$ cat config.mk
export PLATFORM = sky130hd
export DESIGN_NAME = score_keeper
export DESIGN_NICKNAME = d
export VERILOG_FILES = /design/src/rtl/pong_pkg.sv /design/src/rtl/button_sync.sv /design/src/rtl/score_keeper.sv
export SDC_FILE = /design/constraint.sdc
export NUM_CORES = 1
export LEC_CHECK = 0
export CAP_MARGIN = 10
export CELL_PAD_IN_SITES_DETAIL_PLACEMENT = 0
export CELL_PAD_IN_SITES_GLOBAL_PLACEMENT = 2
export CORE_UTILIZATION = 38
export DETAILED_ROUTE_END_ITERATION = 16
export HOLD_SLACK_MARGIN = 0.1
export PLACE_DENSITY_LB_ADDON = 0.1
export SLEW_MARGIN = 20
export SYNTH_ARGS = -nofsm -noshare
export SYNTH_HDL_FRONTEND = slang
export SYNTH_SLANG_ARGS = --single-unit
$ cat constraint.sdc
create_clock -name clk -period 3.05 [get_ports clk]
set_input_delay 0.61 -clock clk [delete_from_list [all_inputs] [get_ports clk]]
set_output_delay 0.61 -clock clk [all_outputs]
set_load 0.01 [all_outputs]
$ cat src/rtl/pong_pkg.sv
// pong_pkg
// Shared types and constants for the Pong datapath: the game-flow state
// encoding, score width, winner codes and the screen resolution used by the
// ball tracker and renderer.
package pong_pkg;

    typedef enum logic [2:0] {
        IDLE   = 3'd0,
        SERVE  = 3'd1,
        PLAY   = 3'd2,
        PAUSED = 3'd3,
        OVER   = 3'd4
    } game_state_t;

    localparam int SCORE_W = 4;

    localparam int X_RESOLUTION = 640;
    localparam int Y_RESOLUTION = 480;

    localparam logic [1:0] WIN_NONE = 2'b00;
    localparam logic [1:0] WIN_P1   = 2'b01;
    localparam logic [1:0] WIN_P2   = 2'b10;

endpackage

$ cat src/rtl/button_sync.sv
// button_sync
// Brings an active-low pushbutton into the clk domain through two flops and
// emits a one-cycle pulse on each press (high-to-low transition).
// Ports:
//   clk      in  clock
//   reset    in  asynchronous, active-low
//   button_n in  raw active-low button, asynchronous to clk
//   press    out one-cycle pulse, two edges after the button is first sampled low
module button_sync (
    input  logic clk,
    input  logic reset,
    input  logic button_n,
    output logic press
);

    logic sync1;
    logic sync2;
    logic sync2_q;

    // All three flops idle high, matching a released button, so leaving
    // reset never fakes a press.
    always_ff @(posedge clk or negedge reset) begin
        if (!reset) begin
            sync1   <= 1'b1;
            sync2   <= 1'b1;
            sync2_q <= 1'b1;
        end else begin
            sync1   <= button_n;
            sync2   <= sync1;
            sync2_q <= sync2;
        end
    end

    // Falling edge of the synchronised level.
    assign press = sync2_q & ~sync2;

endmodule

$ cat src/rtl/score_keeper.sv
// score_keeper
// Game-flow controller and scoreboard sitting after the ball tracker. Counts
// points from the tracker's sticky flags, runs the serve delay, pause and
// game-over sequencing, and drives the tracker's motion enable and re-centre
// reset.
// Ports:
//   clk           in  master clock
//   reset         in  asynchronous, active-low
//   start_n       in  start/pause button, active-low, asynchronous
//   player1_point in  sticky level: player 1 scored
//   player2_point in  sticky level: player 2 scored
//   game_on       out ball motion enable
//   ball_rst_n    out one-cycle active-low re-centre pulse on each serve
//   score1        out player 1 score
//   score2        out player 2 score
//   winner        out 00 none, 01 player 1, 10 player 2
//   state         out current game_state_t
module score_keeper
    import pong_pkg::*;
#(
    parameter int unsigned WIN_SCORE   = 7,
    parameter int unsigned SERVE_DELAY = 50_000_000
) (
    input  logic               clk,
    input  logic               reset,
    input  logic               start_n,
    input  logic               player1_point,
    input  logic               player2_point,
    output logic               game_on,
    output logic               ball_rst_n,
    output logic [SCORE_W-1:0] score1,
    output logic [SCORE_W-1:0] score2,
    output logic [1:0]         winner,
    output logic [2:0]         state
);

    localparam int CNT_W = (SERVE_DELAY > 1) ? $clog2(SERVE_DELAY) : 1;
    localparam logic [CNT_W-1:0]   SERVE_LOAD = CNT_W'(SERVE_DELAY - 1);
    localparam logic [SCORE_W-1:0] WIN_VAL    = SCORE_W'(WIN_SCORE);

    game_state_t        state_q;
    game_state_t        state_next;
    logic [CNT_W-1:0]   count_q;
    logic [CNT_W-1:0]   count_next;
    logic [SCORE_W-1:0] score1_next;
    logic [SCORE_W-1:0] score2_next;
    logic [SCORE_W-1:0] inc1;
    logic [SCORE_W-1:0] inc2;
    logic [1:0]         winner_next;
    logic               game_on_next;
    logic               ball_rst_n_next;
    logic               serve_entry;

    logic start_evt;
    logic p1_q;
    logic p2_q;
    logic p1_evt;
    logic p2_evt;

    button_sync u_start_sync (
        .clk      (clk),
        .reset    (reset),
        .button_n (start_n),
        .press    (start_evt)
    );

    // The point flags stay high until the tracker is re-centred, so only the
    // rising edge counts as a point.
    assign p1_evt = player1_point & ~p1_q;
    assign p2_evt = player2_point & ~p2_q;

    always_ff @(posedge clk or negedge reset) begin
        if (!reset) begin
            state_q    <= IDLE;
            count_q    <= '0;
            score1     <= '0;
            score2     <= '0;
            winner     <= WIN_NONE;
            game_on    <= 1'b0;
            ball_rst_n <= 1'b0;
            p1_q       <= 1'b0;
            p2_q       <= 1'b0;
        end else begin
            state_q    <= state_next;
            count_q    <= count_next;
            score1     <= score1_next;
            score2     <= score2_next;
            winner     <= winner_next;
            game_on    <= game_on_next;
            ball_rst_n <= ball_rst_n_next;
            p1_q       <= player1_point;
            p2_q       <= player2_point;
        end
    end

    // Next-state and next-output logic. game_on and ball_rst_n are derived
    // from the next state so they change on the same edge as the state.
    always_comb begin
        state_next  = state_q;
        count_next  = count_q;
        score1_next = score1;
        score2_next = score2;
        winner_next = winner;
        inc1        = score1 + SCORE_W'(1);
        inc2        = score2 + SCORE_W'(1);

        case (state_q)
            IDLE: begin
                score1_next = '0;
                score2_next = '0;
                winner_next = WIN_NONE;
                if (start_evt) begin
                    state_next = SERVE;
                end
            end

            SERVE: begin
                if (count_q == '0) begin
                    state_next = PLAY;
                end else begin
                    count_next = count_q - CNT_W'(1);
                end
            end

            PLAY: begin
                // A simultaneous point for both players is replayed unscored.
                if (p1_evt && p2_evt) begin
                    state_next = SERVE;
                end else if (p1_evt) begin
                    score1_next = inc1;
                    if (inc1 == WIN_VAL) begin
                        state_next  = OVER;
                        winner_next = WIN_P1;
                    end else begin
                        state_next = SERVE;
                    end
                end else if (p2_evt) begin
                    score2_next = inc2;
                    if (inc2 == WIN_VAL) begin
                        state_next  = OVER;
                        winner_next = WIN_P2;
                    end else begin
                        state_next = SERVE;
                    end
                end else if (start_evt) begin
                    state_next = PAUSED;
                end
            end

            PAUSED: begin
                if (start_evt) begin
                    state_next = PLAY;
                end
            end

            OVER: begin
                if (start_evt) begin
                    score1_next = '0;
                    score2_next = '0;
                    winner_next = WIN_NONE;
                    state_next  = SERVE;
                end
            end

            default: begin
                state_next = IDLE;
            end
        endcase

        // Every way into SERVE reloads the delay and re-centres the ball once.
        serve_entry = (state_next == SERVE) && (state_q != SERVE);
        if (serve_entry) begin
            count_next = SERVE_LOAD;
        end

        game_on_next    = (state_next == PLAY);
        ball_rst_n_next = ~serve_entry;
    end

    assign state = state_q;

endmodule

=== After elaboration in Yosys (flattened, before gate mapping) ===
Index checks and enable logic that the tools add are counted.

* Bits in registers: 46
* Output and inout bits: 15

* Add/sub/neg operators: 3
* Equal/unequal tests: 18
* Mux-type cells: 28
* Bitwise gates (word level): 7
* Reduce and logical (&&, ||, !) cells: 11

{| class="wikitable"
|+ Operator list
! operator !! count
|-
| $mux W26 || 3
|-
| $mux W3 || 9
|-
| $logic_not A26 Y1 || 1
|-
| $sub A26 B1 Y26 const B || 1
|-
| $mux W4 || 6
|-
| $pmux W4 S3 || 2
|-
| $mux W2 || 6
|-
| $ne A2 B2 Y1 const B || 6
|-
| $pmux W3 S4 || 1
|-
| $eq A3 B2 Y1 const B || 3
|-
| $ne A3 B3 Y1 const B || 3
|-
| $add A4 B1 Y4 const B || 2
|-
| $eq A4 B3 Y1 const B || 2
|-
| $eq A3 B1 Y1 const B || 2
|-
| $pmux W2 S3 || 1
|-
| $reduce_and A6 Y1 || 1
|-
| $reduce_and A5 Y1 || 1
|-
| $not A1 Y1 || 4
|-
| $reduce_and A4 Y1 || 1
|-
| $and A1 B1 Y1 || 3
|-
| $eq A3 B3 Y1 const B || 1
|-
| $logic_not A3 Y1 || 1
|-
| $ne A3 B1 Y1 const B || 1
|-
| $reduce_bool A3 Y1 || 1
|-
| 4 further kinds || 5
|}

=== Depth between registers and ports, before layout ===
Gate-level depths: netlist of run 1.

* Depth in word-level cells: 11
* Depth in mapped cells: 9

=== Hierarchy ===
From an unflattened synthesis of run 1, not the netlist that was laid out.

* Cells, all modules: 265
* Area, all modules: 2572.5 um^2

{| class="wikitable"
|+ By module, submodules not included
! module !! instances !! cells an instance !! area each (um^2) !! sequential area each (um^2)
|-
| score_keeper || 1 || 261 || 2479.9 || 1076.0
|-
| button_sync || 1 || 4 || 92.6 || 78.8
|}

=== Worst setup path after synthesis of run 1 ===
OpenSTA, ideal clock, no wires.

* Kind: reg-to-reg
* Start point: reg score2[0]
* End point: reg count_q[0]
* Library setup time: 0.140 ns
* Data arrival time: 2.167 ns
* Data required time: 2.910 ns
* Path slack: 0.743 ns
* Cell stages (with the launch flop): 8
* Buffers on the path: 1
* Period minus slack after synthesis: 2.307 ns
* Path through: dfrtp_1 ha_1 nand3b_1 o31ai_2 a211oi_1 a2111oi_4 clkbuf_2 o21ai_0

* Longest elaborated chain between the ends: 11
* Elaborated cells between the ends (all ways): 13
* Classes of those cells: add/sub: 1; eq/ne: 3; mux: 6; reduce/logical: 3

{| class="wikitable"
|+ RTL lines
! element !! line !! source
|-
| start, declared || score_keeper.sv:32 || <nowiki>output logic [SCORE_W-1:0] score2,</nowiki>
|-
| start signal, assigned || score_keeper.sv:87 || <nowiki>score2 <= score2_next;</nowiki>
|-
| $add A4 B1 Y4 * || score_keeper.sv:105 || <nowiki>inc2 = score2 + SCORE_W'(1);</nowiki>
|-
| $eq A4 B3 Y1 * || score_keeper.sv:139 || <nowiki>if (inc2 == WIN_VAL) begin</nowiki>
|-
| $mux W3 * || score_keeper.sv:139 ||
|-
| $mux W3 * || score_keeper.sv:137 || <nowiki>end else if (p2_evt) begin</nowiki>
|-
| $mux W3 * || score_keeper.sv:129 || <nowiki>end else if (p1_evt) begin</nowiki>
|-
| $mux W3 * || score_keeper.sv:127 || <nowiki>if (p1_evt && p2_evt) begin</nowiki>
|-
| $pmux W3 S4 * || score_keeper.sv:107 || <nowiki>case (state_q)</nowiki>
|-
| $eq A3 B1 Y1 * || score_keeper.sv:171 || <nowiki>serve_entry = (state_next == SERVE) && (state_q != SERVE);</nowiki>
|-
| $logic_and A1 B1 Y1 * || score_keeper.sv:171 ||
|-
| $ne A2 B2 Y1 (no source line) / $reduce_bool A2 Y1 (equally long branches) || -- ||
|-
| $reduce_and A2 Y1 (no source line) || -- ||
|-
| end signal, assigned || score_keeper.sv:85 || <nowiki>count_q <= count_next;</nowiki>
|-
| end, declared || score_keeper.sv:43 || <nowiki>logic [CNT_W-1:0] count_q;</nowiki>
|}

Mark *: on every way between the ends. The rest lies on a longest branch, timed or not.
A chain may end at the register's enable or synchronous reset.

=== Worst setup path after layout of run 1 ===
* Start point: reg count_q[0]
* End point: reg count_q[8]

* Longest elaborated chain between the ends: 7
* Elaborated cells between the ends (all ways): 12
* Classes of those cells: add/sub: 1; eq/ne: 2; mux: 5; reduce/logical: 4

{| class="wikitable"
|+ RTL lines
! element
|-
| parallel branches: the longest is 7 deep, another holds $sub A26 B1 Y26
|}

Several ways; the timed one is not identified. The select of a mux whose other input is x is not followed.

==> results of run 1 <==
## power by group
group / switching, mW / internal (mW) / total [mW]
combinational: 0.414 / 0.270 / 0.684
sequential: 0.0990 / 0.675 / 0.774
clock: 0.213 / 0.183 / 0.397
## layout make-up
type | instances | area, µm² | share of cell area
Tap cell | 77 | 96.3 | 0.0321
Clock buffer | 7 | 86.3 | 0.0288
Clock inverter | 1 | 5.00 | 0.00167
Sequential cell | 46 | 1150 | 0.385
Multi-Input combinational cell | 197 | 1390 | 0.462
Timing Repair Buffer | 27 | 248 | 0.0826
Inverter | 6 | 22.5 | 0.00751
## routing by layer
metal / track usage / wire length, µm / up-vias
li1: - / - / 1031
met1: 0.252 / 3040 / 991
met2: 0.254 / 2500 / 27
met3: 0.0331 / 153 / 5
met4: 0.0539 / 68 / 0
met5: 0 / 0 / -
## sequential cells by signal (all words and copies together) (netlist names)
| name | flops |
|---|---|
| p1_q | 1 |
| u_start_sync.sync2_q | 1 |
| u_start_sync.sync1 | 1 |
| score2 | 4 |
| ball_rst_n | 1 |
| state | 3 |
| u_start_sync.sync2 | 1 |
| winner | 2 |
| game_on | 1 |
| score1 | 4 |
| count_q | 26 |
| p2_q | 1 |
## cell families (layout without fill, tap and decap cells)
group                    Yosys count  after routing  share of synthesized area
AO/OA/AOI/OAI                     76             76                      0.200
XOR/XNOR                          18             18                     0.0604
adder cells (fa/ha/maj)            5              5                     0.0240
buffers and inverters             15             41                     0.0264
flip-flops                        46             46                      0.442
AND/OR/NAND/NOR                   98             98                      0.247
## Yosys cell counts (all sizes together)
cell type / instances / area [µm²]
a21o: 1 / 7.51
xnor2: 4 / 35.0
buf: 5 / 30.0
or4: 11 / 86.3
o21ai: 29 / 145
o31ai: 11 / 87.6
nor4: 7 / 73.8
or3b: 3 / 26.3
nand4bb: 1 / 11.3
inv: 6 / 22.5
a21oi: 8 / 40.0
nand2: 18 / 67.6
clkbuf: 4 / 16.3
nor3: 6 / 35.0
o2111ai: 1 / 8.76
dfrtp: 43 / 1080
nor3b: 2 / 20.0
o21a: 1 / 7.51
o211a: 1 / 10.0
or4b: 2 / 20.0
nand3b: 1 / 7.51
nor2: 13 / 48.8
a31oi: 2 / 12.5
nor4b: 3 / 41.3
o211ai: 13 / 97.6
or3: 3 / 18.8
xor2: 14 / 123
nor2b: 3 / 18.8
ha: 5 / 62.6
a21boi: 1 / 7.51
a2111oi: 1 / 27.5
a22oi: 3 / 37.5
and3: 1 / 6.26
o41ai: 1 / 8.76
or2: 2 / 12.5
and3b: 2 / 17.5
o221ai: 1 / 8.76
nand3: 9 / 57.6
nand2b: 7 / 43.8
a211oi: 2 / 15.0
nand4: 4 / 31.3
dfstp: 3 / 78.8
## how the worst min path moves through the flow
stage	cells past startpoint	start	end	slack (ns)
6_report	1	reset	score2[2]	0.30
2_1_floorplan	0	reset	ball_rst_n	0.31
3_3_place_gp	0	u_start_sync.sync1	u_start_sync.sync2	0.35
4_1_cts	0	u_start_sync.sync1	u_start_sync.sync2	0.36
3_5_place_dp	0	u_start_sync.sync1	u_start_sync.sync2	0.35
5_1_grt	1	reset	count_q[10]	0.36
## through the flow
step / worst slack, ns / util / power [mW] / hold slack, ns
floorplan: 0.743 / - / 1.21 / 0.314
global placement: 0.574 / 0.447 / 1.48 / 0.346
detailed placement: 0.484 / 0.447 / 1.48 / 0.350
CTS: 0.639 / 0.461 / 1.89 / 0.364
global route: 0.442 / 0.462 / 1.99 / 0.359
finish: 0.634 / 0.462 / 1.85 / 0.305
==> flow_metrics.tcl, run 1 <==
set metrics [dict create \
    cp_top_family "simple AND/OR/NAND/NOR gates" \
    path_clk_slew_ns 0.09 \
    gp_congestion 0.810 \
    dp_hpwl_um 3920 \
    syn_to_final_growth_pct 14.9 \
    grt_pass1_vias 1899 \
    cts_num_sinks 46 \
    final_cell_area_um2 3000 \
    fmax_mhz 414 \
    fin_setup_tns_ns 0 \
    avgSynthCellArea_um2 10.1 \
    p_per_area_nw_per_um2 618 \
    cts_max_path_buffers 2 \
    routedWlPerCell_um 15.9 \
    insertion_delay_ns 0.30 \
    synth_nets 268 \
    cp_num_buf_inv 1 \
    placed_cell_area_um2 2910 \
    nFillCells 628 \
    rsz0062_at_grt "no" \
    die_h_um 84.9 \
    port-buffer-count 19 \
    cap_violations 0 \
    yosysSeqAreaShare 0.442 \
    ctsResizeCount 0 \
    via_per_inst 5.69 \
    end_kind "flop" \
    ys_ff_latch 46 \
    antenna_found_initial 0 \
    ioPinCount 20 \
    crit_path_top_delay_cell "or4b_2" \
    r2r-start "count_q[0]" \
    slew_headroom 0.597 \
    reg2regPathDepth 7 \
    rrSetupSlack_ns 0.63 \
    yosys_warnings 0 \
    numCtsBuffers 5 \
    dp.cells 353 \
    drc 0 \
    crit_arrival_ns 2.65 \
    path_depth 7 \
    diodes 0 \
    min_period_ns 2.42 \
    drtIter0Drc 149 \
    regToRegEndpoint "count_q[8]" \
    tightest_slew_ns 0.604 \
    dr.pass1.iters 10 \
    skew_ns 0.00904 \
    max_stage_delay_ns 0.66 \
    worstPathCellList "inv_1 -> ha_1 -> or4b_2 -> nor3_1 -> o21ai_0 -> xor2_1 -> a21oi_1" \
    critical_path_required_ns 3.29 \
    start_kind "flop" \
    rows 29 \
    status "finished clean" \
    grt_max_degree 47 \
    cts_setup_buffers 0 \
    nets 293 \
    worstSetupPathType "reg -> reg" \
    cts_hold_buf 0 \
    endpoint "count_q[8]" \
    vias 2054 \
    core_region_area_um2 6490 \
    syn_inst 258 \
    cts_max_level 2 \
    synthDistinctLibCells 55 \
    startpoint "count_q[0]" \
    root_buffer "clkbuf_8" \
    hp-class "in -> async" \
    cts_tree "built" \
    setup_violations 0 \
    slew_viol_final 0 \
    hold_viol_final 0 \
    wirelength_um 5760 \
    layout_commonest_cell "dfrtp_1" \
    final_cell_count_no_fill 361 \
    start_util 0.402 \
    ir_worst_vdd_v 0.000289 \
    ant_nets 0 \
    post-route-period-util 0.792 \
    grtUsageTotal 0.171 \
    grt_pass1_wl_um 9650 \
    layout_common_cells "43 x dfrtp_1, 28 x o21ai_0, 18 x nand2_1, 18 x clkdlybuf4s50_1, 14 x xor2_1" \
    die_w_um 84.9 \
    drive_above_1_share 0.148 \
    synth_area_um2 2610 \
    overflow 0 \
    die_area_um2 7200 \
    critPathMaxFanout 4 \
    total_leakage_power_nw 1.11 \
]
Note: power is estimated with default switching activity, not from simulation.
==> inputs of run 2 (changes only) <==
--- a/config.mk
+++ b/config.mk
@@ -8,7 +8,7 @@
 export CAP_MARGIN = 10
 export CELL_PAD_IN_SITES_DETAIL_PLACEMENT = 0
 export CELL_PAD_IN_SITES_GLOBAL_PLACEMENT = 2
-export CORE_UTILIZATION = 38
+export CORE_UTILIZATION = 34
 export DETAILED_ROUTE_END_ITERATION = 16
 export HOLD_SLACK_MARGIN = 0.1
 export PLACE_DENSITY_LB_ADDON = 0.1
==> constraint.sdc (replaced) <==
create_clock -name clk -period 2.05 [get_ports clk]
set_input_delay 0.41 -clock clk [delete_from_list [all_inputs] [get_ports clk]]
set_output_delay 0.41 -clock clk [all_outputs]
set_load 0.01 [all_outputs]
==> run 2 against run 1 <==
  * The flow now finishes with violations (negative setup slack)
  * Count of clock-buffer cells in the layout is 1 lower
  * Cell count is 27% higher
  * Fmax is 14% higher
  * Design area is 29% higher
  * Sequential power is 42% higher
  * Non-clock buffer count is 77 higher
  * First-iteration DRC count is 40% lower
  * Register-to-register slack worse by 0.70 ns
  * Largest power group is now combinational logic
==> flow_metrics.tcl, run 2 (synthesis results as in run 1) <==
set metrics [dict create \
    dp_hpwl_um 4870 \
    diodes 0 \
    layout_common_cells "78 x buf_4, 42 x dfrtp_1, 18 x o21ai_0, 18 x nand2_1, 17 x clkdlybuf4s50_1" \
    final_cell_area_um2 3870 \
    busiest_layer "met2" \
    cts_max_level 2 \
    nets 370 \
    rsz0062_at_grt "yes" \
    setup_ws_ns -0.0649 \
    skew_ns 0.00565 \
    cap_violations 0 \
    start_kind "flop" \
    via_per_inst 5.19 \
    holdWs_ns 0.0878 \
    die_w_um 89.6 \
    fin_setup_tns_ns -0.397 \
    numCtsBuffers 5 \
    end_kind "flop" \
    slew_headroom 0.700 \
    syn_to_final_growth_pct 48.1 \
    p_per_area_nw_per_um2 1020 \
    gp_congestion 0.815 \
    cts_tree "built" \
    violations "negative setup slack" \
    max_stage_delay_ns 0.44 \
    crit_path_top_delay_cell "dfrtp_1" \
    placed_cell_area_um2 3490 \
    reg2regPathDepth 9 \
    setup_violations 15 \
    grt_pass1_vias 2299 \
    hp-class "in -> async" \
    insertion_delay_ns 0.31 \
    final_util 0.527 \
    path_clk_slew_ns 0.09 \
    reg_top3 "count_q x26, score1 x4, score2 x4" \
    start_util 0.356 \
    die_area_um2 8030 \
    crit_arrival_ns 2.35 \
    fmax_mhz 473 \
    grtUsageTotal 0.190 \
    status "finished, violations left" \
    cts_hold_buf 0 \
    root_buffer "clkbuf_8" \
    largest-register "count_q" \
    die_h_um 89.6 \
    pre_cts_ws_ns -0.220 \
    cts_num_sinks 46 \
    worstSetupPathType "reg -> reg" \
    largest_reg_flops 26 \
    port-buffer-count 19 \
    grt_max_degree 24 \
    ioPinCount 20 \
    min_period_ns 2.11 \
    final_cell_count_no_fill 460 \
    grtUsageMet2 0.286 \
    dp.cells 443 \
    met3_usage 0.0329 \
    critical_path_required_ns 2.28 \
    critPathMaxFanout 5 \
    grt_pass1_wl_um 11600 \
    overflow 0 \
    worstPathCellList "ha_2 -> nand3b_1 -> o31ai_4 -> a211oi_2 -> a2111oi_4 -> buf_4 -> inv_6 -> buf_12 -> a22oi_2" \
    ir_worst_vdd_v 0.000587 \
    rows 31 \
    routedWlPerCell_um 14.9 \
    layout_commonest_cell "buf_4" \
    tightest_slew_ns 0.446 \
    total_leakage_power_nw 1.55 \
    vias 2388 \
    drtIter0Drc 89 \
    antenna_found_initial 0 \
    cts_max_path_buffers 2 \
    ant_nets 0 \
    slew_viol_final 0 \
    wirelength_um 6850 \
    drive_above_1_share 0.404 \
    post-route-period-util 1.03 \
    power_mw 3.94 \
    core_region_area_um2 7330 \
    drc 0 \
    dr.pass1.iters 4 \
    hold_viol_final 0 \
    use_met1 0.279 \
]
## run 2: cell count changes in the layout (fill, tap and decap cells not counted), moves of 3 or more
cell     before  now
ha_2          0    3
ha_1          5    2
o21ai_1       1    4
a21oi_1       8    2
a21oi_2       0    6
buf_4         9   78
o21ai_0      28   18
o21ai_2       0    7
## run 2: cell type report
cell class / count / area (µm²)
clock inverters: 2 / 60.1
clock buffers: 6 / 82.6
fillers: 667 / 3460
multi-input cells: 197 / 1510
inverters: 6 / 27.5
repair buffers: 104 / 906
flip-flops and latches: 46 / 1160
well taps: 99 / 124
## run 2: worst max-delay path: cells and delay by family (launching register included)
| family | cells | cell delay [ns] |
|---|---|---|
| flops | 1 | 0.44 |
| buf+inv | 3 | 0.38 |
| simple gates | 1 | 0.19 |
| fa+ha+maj | 1 | 0.19 |
| compound gates | 4 | 0.84 |
## run 2: timing repair
item | 4_1_cts | 5_1_grt
endpoints found under the setup margin | 29 | 31
gates cloned | 3 | 0
pin swaps | 10 | 5
buffers inserted | 6 | 1
gates resized for setup | 21 | 14
## run 2: where the power goes
group	switching (mW)	total [mW]	internal, mW
combinational	0.962	1.98	1.02
sequential	0.0974	1.10	1.01
clock	0.331	0.852	0.520
total	1.39	3.94	2.55
## run 2: worst paths after layout
check | slack, ns | to | from
max | -0.06 | count_q[9] | score2[0]
min | 0.09 | score1[0] | reset
max reg2reg | -0.06 | count_q[9] | score2[0]
min reg2reg | 0.36 | u_start_sync.sync2 | u_start_sync.sync1
max in group asynchronous | 1.67 | u_start_sync.sync2_q | reset
min in group clk | 0.36 | u_start_sync.sync2 | u_start_sync.sync1
## run 2: layer usage
layer  wire [µm]  share of wire
met1        3560           0.52
met3         169          0.025
met5           0              0
met4          79          0.012
met2        3040           0.44
